File: config.mk
export PLATFORM = sky130hd
export DESIGN_NAME = decode_stage
export DESIGN_NICKNAME = d
export VERILOG_FILES = /design/src/rtl/decode_stage.sv
export SDC_FILE = /design/constraint.sdc
export NUM_CORES = 1
export LEC_CHECK = 0
export CORE_MARGIN = 2
export CORE_UTILIZATION = 52
export DETAILED_ROUTE_END_ITERATION = 12
export MAX_ROUTING_LAYER = met4
export PLACE_DENSITY = 0.86
export SYNTH_ARGS = -nofsm -noshare
export SYNTH_HDL_FRONTEND = slang
export SYNTH_SLANG_ARGS = --single-unit
File: constraint.sdc
create_clock -name clk -period 4.6 [get_ports clk]
set_input_delay 1.15 -clock clk [delete_from_list [all_inputs] [get_ports clk]]
set_output_delay 1.15 -clock clk [all_outputs]
set_load 0.02 [all_outputs]
File: src/rtl/decode_stage.sv
// Registered instruction-decode stage: splits an instruction into opcode, register and offset fields.
// A main register M drives the outputs and a skid register S absorbs one extra word under back-pressure.
module decode_stage #(
    parameter int OPCODE_W = 4,
    parameter int REG_W    = 5,
    parameter int OFFSET_W = 13,
    parameter int INSTR_W  = 32,
    parameter int DATA_W   = 32,
    parameter int PC_W     = 32,
    parameter bit SIGN_EXT = 1'b1
) (
    input  logic                clk,
    input  logic                reset_n,
    input  logic                flush,
    input  logic                in_valid,
    output logic                in_ready,
    input  logic [INSTR_W-1:0]  in_instr,
    input  logic [PC_W-1:0]     in_pc,
    output logic                out_valid,
    input  logic                out_ready,
    output logic [OPCODE_W-1:0] out_opcode,
    output logic [REG_W-1:0]    out_reg_d,
    output logic [REG_W-1:0]    out_reg_a,
    output logic [REG_W-1:0]    out_reg_b,
    output logic [OFFSET_W-1:0] out_offset,
    output logic [DATA_W-1:0]   out_imm,
    output logic [PC_W-1:0]     out_pc
);

    localparam int RD_LSB  = OPCODE_W;
    localparam int RA_LSB  = RD_LSB + REG_W;
    localparam int RB_LSB  = RA_LSB + REG_W;
    localparam int OFF_LSB = INSTR_W - OFFSET_W;

    typedef struct packed {
        logic [PC_W-1:0]     pc;
        logic [DATA_W-1:0]   imm;
        logic [OFFSET_W-1:0] offset;
        logic [REG_W-1:0]    reg_b;
        logic [REG_W-1:0]    reg_a;
        logic [REG_W-1:0]    reg_d;
        logic [OPCODE_W-1:0] opcode;
    } dec_t;

    dec_t              in_dec;
    dec_t              m_data_reg;
    dec_t              s_data_reg;
    logic              m_valid_reg;
    logic              s_valid_reg;
    logic [DATA_W-1:0] imm_ext;
    logic              in_xfer;
    logic              m_drain;

    // Offset occupies the low bits of the immediate; the rest are filled by the extension rule.
    assign imm_ext[OFFSET_W-1:0] = in_instr[INSTR_W-1:OFF_LSB];

    generate
        for (genvar gi = OFFSET_W; gi < DATA_W; gi++) begin : g_ext
            assign imm_ext[gi] = SIGN_EXT ? in_instr[INSTR_W-1] : 1'b0;
        end
    endgenerate

    assign in_dec.opcode = in_instr[OPCODE_W-1:0];
    assign in_dec.reg_d  = in_instr[RD_LSB +: REG_W];
    assign in_dec.reg_a  = in_instr[RA_LSB +: REG_W];
    assign in_dec.reg_b  = in_instr[RB_LSB +: REG_W];
    assign in_dec.offset = in_instr[INSTR_W-1:OFF_LSB];
    assign in_dec.imm    = imm_ext;
    assign in_dec.pc     = in_pc;

    // Ready depends only on the skid occupancy, so out_ready never reaches in_ready.
    assign in_ready = reset_n && !s_valid_reg;
    assign in_xfer  = in_valid && in_ready;
    assign m_drain  = !m_valid_reg || out_ready;

    always_ff @(posedge clk) begin
        if (!reset_n) begin
            m_valid_reg <= 1'b0;
            s_valid_reg <= 1'b0;
            m_data_reg  <= '0;
            s_data_reg  <= '0;
        end else if (flush) begin
            m_valid_reg <= 1'b0;
            s_valid_reg <= 1'b0;
        end else if (m_drain) begin
            if (s_valid_reg) begin
                // The skid entry is older than anything at the input, so it goes first.
                m_data_reg  <= s_data_reg;
                m_valid_reg <= 1'b1;
                s_valid_reg <= 1'b0;
            end else begin
                m_valid_reg <= in_xfer;
                if (in_xfer) begin
                    m_data_reg <= in_dec;
                end
            end
        end else if (in_xfer) begin
            s_data_reg  <= in_dec;
            s_valid_reg <= 1'b1;
        end
    end

    assign out_valid  = m_valid_reg;
    assign out_opcode = m_data_reg.opcode;
    assign out_reg_d  = m_data_reg.reg_d;
    assign out_reg_a  = m_data_reg.reg_a;
    assign out_reg_b  = m_data_reg.reg_b;
    assign out_offset = m_data_reg.offset;
    assign out_imm    = m_data_reg.imm;
    assign out_pc     = m_data_reg.pc;

endmodule

# == After elaboration in Yosys (flattened, before gate mapping) ==
# Cells that the tools add are included.
# op_classes
muxes,3
bitwise_logic,3
n_reduce_logical,10
# op_table
operator,n
two-way mux 96 bit,2
AND reduction 3 bit,2
NOT 1 bit,3
OR reduction 3 bit,1
logical AND 1 bit,2
logical NOT 1 bit,2
nonzero test 2 bit,1
OR reduction 2 bit,1
logical OR 1 bit,1
two-way mux 1 bit,1
# word_totals
register_bits,175
in_bits,69
output_inout_bits,98
elab_cells,32

# == Logic depth before layout (Yosys ltp) ==
# Gate-level depths: netlist of run 1.
# logic_depth
word_depth,5
depth_mapped,6
depth_no_buf,3

# == Worst setup path after synthesis of run 1 ==
# Ideal clock, no wire load.
# synth_timing
path_type,input-to-output
start,in reset_n
end,out in_ready
arrival_time_ns,2.178
t_required_ns,3.450
slack_ns,1.272
cell_stages,4
path_buffers,3
cell_sequence,buf_2 -> clkbuf_1 -> clkbuf_1 -> nor2b_1
# synth_between
elab_chain_len,1
# synth_rtl
element,line,text
from (decl),13,"input logic reset_n,"
logical AND 1 bit,72,assign in_ready = reset_n && !s_valid_reg;
to (decl),16,"output logic in_ready,"
# No other way between the ends.

# == Final worst setup path of run 1 ==
# Ends and elaborated chain as after synthesis.

==> run summary, run 1 <==
synthesized instance count = 681
Crit path required time = 3.45 ns
Post-Syn Area = 5980 sq um
post-synthesis sequential area ratio = 0.435
#FFs+latches synth = 130
DRT Wirelength = 14600 um
Crit. Startpoint = reset_n
setup repair bufs after CTS = 0
CP Class = in -> out
placed cell area = 7320 sq um
IO Pins = 167
fillers = 853
cell area after layout = 7900 sq um
CTS resizes = 0
RSZ-0062 raised after global routing = no
FF-to-FF Start = s_valid_reg
Pint = 2150 uW
GRT overflow = 0
max reg flops = 64
combinational share of power = 0.108
yosys warns = 0
total track usage = 0.243
root buf cell = clkbuf_16
hold crit path type = reg -> reg
Slowest cell on crit path = clkdlybuf4s50_1
Core Area = 11300 sq um
gpl congestion = 0.777
pin count of the biggest net entering global routing = 113
CTS sink count = 130
# diodes = 0
Initial DRC Count = 319
P_sw = 645 uW
flop2flop setup slack = 2.14 ns
hold_buf cts = 0
status = finished clean
Reg2Reg Depth = 4
Worst-Margin Slew = 1.16 ns
clock power share = 0.475
worst path bufs/invs = 2
net count after synthesis = 750
Via Count = 5113
antenna-violating nets left = 0
nets = 847
post-synthesis cell type count = 21
Setup TNS Final = 0 ns
Vias/cell = 5.48
worst vdd ir = 0.245 mV
TritonCTS clock tree = done
post-DP HPWL = 8780 um
Switching Fraction = 0.231
Critical Path Sink Type = primary output
startpoint types = primary input
Detailed Routing Iterations Pass 1 = 5
setup violators final = 0
mean post-synth cell area = 8.78 sq um
Die Area = 12400 sq um
max-cap violation count = 0
total CTS buffers = 17
Longest Clk Path Bufs = 2
starting density of the core = 0.528
Remaining DRCs = 0
htree depth = 4
Final Critical Period = 3.33 ns
Worst slew margin = 0.224
Die X-Extent = 111 um
worst skew pair latency = 0.41 ns
CP peak stage delay = 0.72 ns
HP Start = s_data_reg[8]
crit path DAT = 2.18 ns
Leak = 0.00316 uW
critical path, cell by cell = buf_6 > nor2b_1 > clkdlybuf4s50_1
Die Y = 111 um
CP Max Fanout = 3
share of cells above drive strength 1 = 0.132
hold depth = 2
Core Rows = 39
hold worst-path end = s_data_reg[8]
final slew viol count = 0
fin crit share = 0.724
clk_skew = 0.00688 ns
area occupied by multi-input gates = 2840 sq um
Area Growth Syn to Fin = 32.0%
Seq pwr share = 0.417
number of global-route vias before repair = 4897
FMAX = 300 MHz
capturing point of the worst reg2reg path = out_pc[22]
FF/Latch Area = 2610 sq um
Worst-path clk slew = 0.05 ns
delay-heaviest family, CP = buffers and inverters
average wire per standard cell = 15.6 um
buffers added on ports = 166
final hold vios = 0
initial antenna violation count = 0
global-route wire length before repair = 23900 um
Cell Pwr Density = 353 nW/um^2
[worst min-delay path, stage by stage, from the launching register on]
cell	delay, ns
dfxtp_1	0.31
nand2_1	0.05
o21ai_0	0.05
[synth_stat cells, drive strengths merged]
cell type  instances  share of area
nand2            192           0.12
dfxtp            130           0.44
mux2              64           0.12
mux2i             64           0.11
o21ai             64          0.054
buf               57          0.069
nand3             38          0.032
clkbuf            36          0.024
nand4             26          0.027
nor2b              3         0.0031
a21oi              1        0.00084
and2               1         0.0010
and4bb             1         0.0021
nor3               1        0.00084
nor3b              1         0.0013
o21a               1         0.0013
or3                1         0.0010
[layer usage]
metal	GRT usage	up-vias	share of wire
li1	-	2473	-
met4	0.0979	0	0.013
met3	0.0662	20	0.066
met1	0.295	2451	0.42
met5	-	-	0
met2	0.387	169	0.50
[placed cells by master, fill, tap and decap left out, drive strengths merged]
cell type      instances
o21a                   1
clkdlybuf4s50        165
clkinv                 8
nor3                   1
nand3                 38
nand4                 26
bufinv                 3
mux2                  64
clkbuf                19
and2                   1
nor2b                  3
or3                    1
mux2i                 64
a21oi                  1
clkinvlp               1
and4bb                 1
dfxtp                130
o21ai                 64
nor3b                  1
buf                    6
nand2                192
[power by group through the flow]
stage	Combinational [uW]	Clock [uW]	Sequential, uW
after floorplan	145	0	1210
after global placement	293	0	1190
after detailed placement	299	0	1190
after CTS	301	1350	1170
after global routing	322	1400	1170
final	301	1320	1170
[worst max-delay path by stage]
stage / end / slack (ns) / cells after the start
floorplan: in_ready / 1.27 / 4
global placement: s_data_reg[27] / 1.07 / 5
detailed placement: s_data_reg[70] / 0.89 / 5
CTS: in_ready / 1.28 / 3
global route: s_data_reg[15] / 1.03 / 5
finish: in_ready / 1.27 / 3
[cells by family (layout without fill, tap and decap cells)]
| group | after synthesis | after routing | synth area share |
|---|---|---|---|
| and+or+nand+nor | 264 | 264 | 0.189 |
| muxes | 128 | 128 | 0.228 |
| buffers and inverters | 93 | 202 | 0.0929 |
| AOI/OAI and AO/OA | 66 | 66 | 0.0556 |
| DFF | 130 | 130 | 0.435 |
[final cells by class]
| type | count | area share |
|---|---|---|
| multi-input cells | 458 | 0.359 |
| flip-flops and latches | 130 | 0.330 |
| repair buffers | 171 | 0.215 |
| clock buffers | 19 | 0.0548 |
| well taps | 143 | 0.0227 |
| clock inverters | 12 | 0.0179 |
[per-stage QoR]
step                 util  hold WS, ns  instances  total power, uW  setup WS (ns)
floorplan               -        0.432        681             1360           1.27
global placement    0.647        0.439        902             1480           1.07
detailed placement  0.647        0.449        902             1490          0.888
CTS                 0.698        0.458        933             2810           1.28
global route        0.698        0.476        933             2890           1.03
finish              0.698        0.454        933             2790           1.27
No activity file was read; power rests on OpenSTA's default activity.
==> inputs of run 2 (changes only) <==
- CORE_UTILIZATION: 52 -> 48
- PLACE_DENSITY: 0.86 -> 0.8
- clock period: 4.6 -> 3.15 ns (I/O delays scaled with it)
==> run summary, run 2 (same netlist as run 1, synthesis figures left out) <==
number of global-route vias before repair = 4814 (was 4897)
critical path, cell by cell = clkdlybuf4s50_1 (was buf_6 > nor2b_1 > clkdlybuf4s50_1)
share of cells above drive strength 1 = 0.137 (was 0.132)
Leak = 0.00318 uW (was 0.00316 uW)
worst path bufs/invs = 1 (was 2)
CP Max Fanout = 22 (was 3)
antenna-violating nets left = 0 (unchanged)
Cell Pwr Density = 520 nW/um^2 (was 353 nW/um^2)
CTS resizes = 0 (unchanged)
FMAX = 378 MHz
htree depth = 4 (unchanged)
hold_buf cts = 0 (unchanged)
Reg2Reg Depth = 5 (was 4)
Longest Clk Path Bufs = 2 (unchanged)
Setup crit end = out_imm[22] (was in_ready)
GRT overflow = 0 (unchanged)
CP Depth = 1 (was 3)
IO Pins = 167 (unchanged)
Worst-path clk slew = 0.06 ns (was 0.05 ns)
buffers added on ports = 166 (unchanged)
initial antenna violation count = 0 (unchanged)
startpoint types = flop (was primary input)
Via Count = 4985 (was 5113)
Initial DRC Count = 381 (was 319)
total CTS buffers = 17 (unchanged)
flop2flop setup slack = 1.18 ns (was 2.14 ns)
status = finished clean (unchanged)
Remaining DRCs = 0 (unchanged)
FF-to-FF Start = s_valid_reg (unchanged)
RSZ-0062 raised after global routing = no (unchanged)
Setup TNS Final = 0 ns (unchanged)
routing usage on met2 = 0.374 (was 0.387)
total track usage = 0.227 (was 0.243)
post-DP HPWL = 9030 um (was 8780 um)
nets = 850 (was 847)
pin count of the biggest net entering global routing = 190 (was 113)
Final Critical Period = 2.64 ns
Vias/cell = 5.19 (was 5.48)
final slew viol count = 0 (unchanged)
Core Rows = 40 (was 39)
hold depth = 2 (unchanged)
max-cap violation count = 0 (unchanged)
fin crit share = 0.839
layer with the highest usage = met2 (unchanged)
Worst slew margin = 0.217 (was 0.224)
Slowest cell on crit path = clkdlybuf4s50_1 (unchanged)
global-route wire length before repair = 23300 um (was 23900 um)
delay-heaviest family, CP = buffers and inverters (unchanged)
Die Y = 116 um (was 111 um)
Setup WS pre-CTS = 0.338 ns (was 0.888 ns)
most frequent cells in the layout = nand2_1 (192), clkdlybuf4s50_1 (165), dfxtp_1 (129) (unchanged)
final worst setup slack = 0.506 ns (was 1.27 ns)
worst vdd ir = 0.312 mV (was 0.245 mV)
hold crit path type = reg -> reg (unchanged)
max reg flops = 64 (unchanged)
Die Area = 13400 sq um (was 12400 sq um)
capturing point of the worst reg2reg path = s_data_reg[11] (was out_pc[22])
gpl congestion = 0.779 (was 0.777)
clk_skew = 0.0109 ns (was 0.00688 ns)
met3 usage = 0.0544 (was 0.0662)
CP Class = reg -> out (was in -> out)
most common cell after layout, fill and taps aside = nand2_1 (unchanged)
final hold vios = 0 (unchanged)
DRT Wirelength = 14600 um (about the same)
CTS sink count = 130 (unchanged)
CP peak stage delay = 0.74 ns (was 0.72 ns)
root buf cell = clkbuf_16 (unchanged)
TritonCTS clock tree = done (unchanged)
Core Area = 12100 sq um (was 11300 sq um)
fillers = 1023 (was 853)
average wire per standard cell = 15.2 um (was 15.6 um)
Area Growth Syn to Fin = 33.7% (was 32.0%)
Crit. Startpoint = out_imm[30] (was reset_n)
Detailed Routing Iterations Pass 1 = 5 (unchanged)
HP Start = s_data_reg[71] (was s_data_reg[8])
Worst-Margin Slew = 1.17 ns (was 1.16 ns)
setup repair bufs after CTS = 0 (unchanged)
setup violators final = 0 (unchanged)
M1 GR Usage = 0.271 (was 0.295)
Critical Path Sink Type = primary output (unchanged)
Die X-Extent = 116 um (was 111 um)
Crit path required time = 2.36 ns (was 3.45 ns)
worst skew pair latency = 0.41 ns (about the same)
crit path DAT = 1.86 ns (was 2.18 ns)
# diodes = 0 (unchanged)
starting density of the core = 0.494 (was 0.528)
## run 2: worst min path at each step
stage	endpoint	slack, ns
CTS	s_data_reg[71]	0.46
global route	out_reg_b[1]	0.47
detailed placement	s_data_reg[1]	0.45
floorplan	s_data_reg[0]	0.43
finish	s_data_reg[71]	0.45
global placement	s_data_reg[84]	0.44
## run 2: stage by stage
stage | utilization | std cells | hold slack, ns | power (uW) | cell area (sq um)
after floorplan | - | 681 | 0.432 | 1980 | 5980
after global placement | 0.610 | 930 | 0.441 | 2170 | 7390
after detailed placement | 0.610 | 930 | 0.449 | 2180 | 7390
after CTS | 0.660 | 961 | 0.456 | 4200 | 8000
after global routing | 0.660 | 961 | 0.471 | 4310 | 8000
final | 0.660 | 961 | 0.452 | 4160 | 8000
## run 2: metal layers
layer	vias to the layer above	share of wire
met5	-	0
met4	0	0.012
met3	17	0.062
met2	154	0.50
met1	2341	0.43
li1	2473	-
## run 2: where the power goes
group	switching (uW)	leakage, uW	internal (uW)
Combinational	213	0.00184	227
Sequential	24.1	0.00105	1680
Clock	732	0.000288	1280
## run 2: tightest hold or removal path: cells and delay by family, from the launching register on
family / cells / cell delay (ns)
flops: 1 / 0.31
simple gates: 1 / 0.05
compound gates: 1 / 0.05
## run 2: cell type report
type / count / area [sq um] / share of cell area
Clock inverter: 12 / 156 / 0.0196
Tap cell: 168 / 210 / 0.0263
Clock buffer: 19 / 453 / 0.0566
Sequential cell: 130 / 2610 / 0.326
Timing Repair Buffer: 174 / 1740 / 0.217
Multi-Input combinational cell: 458 / 2840 / 0.355
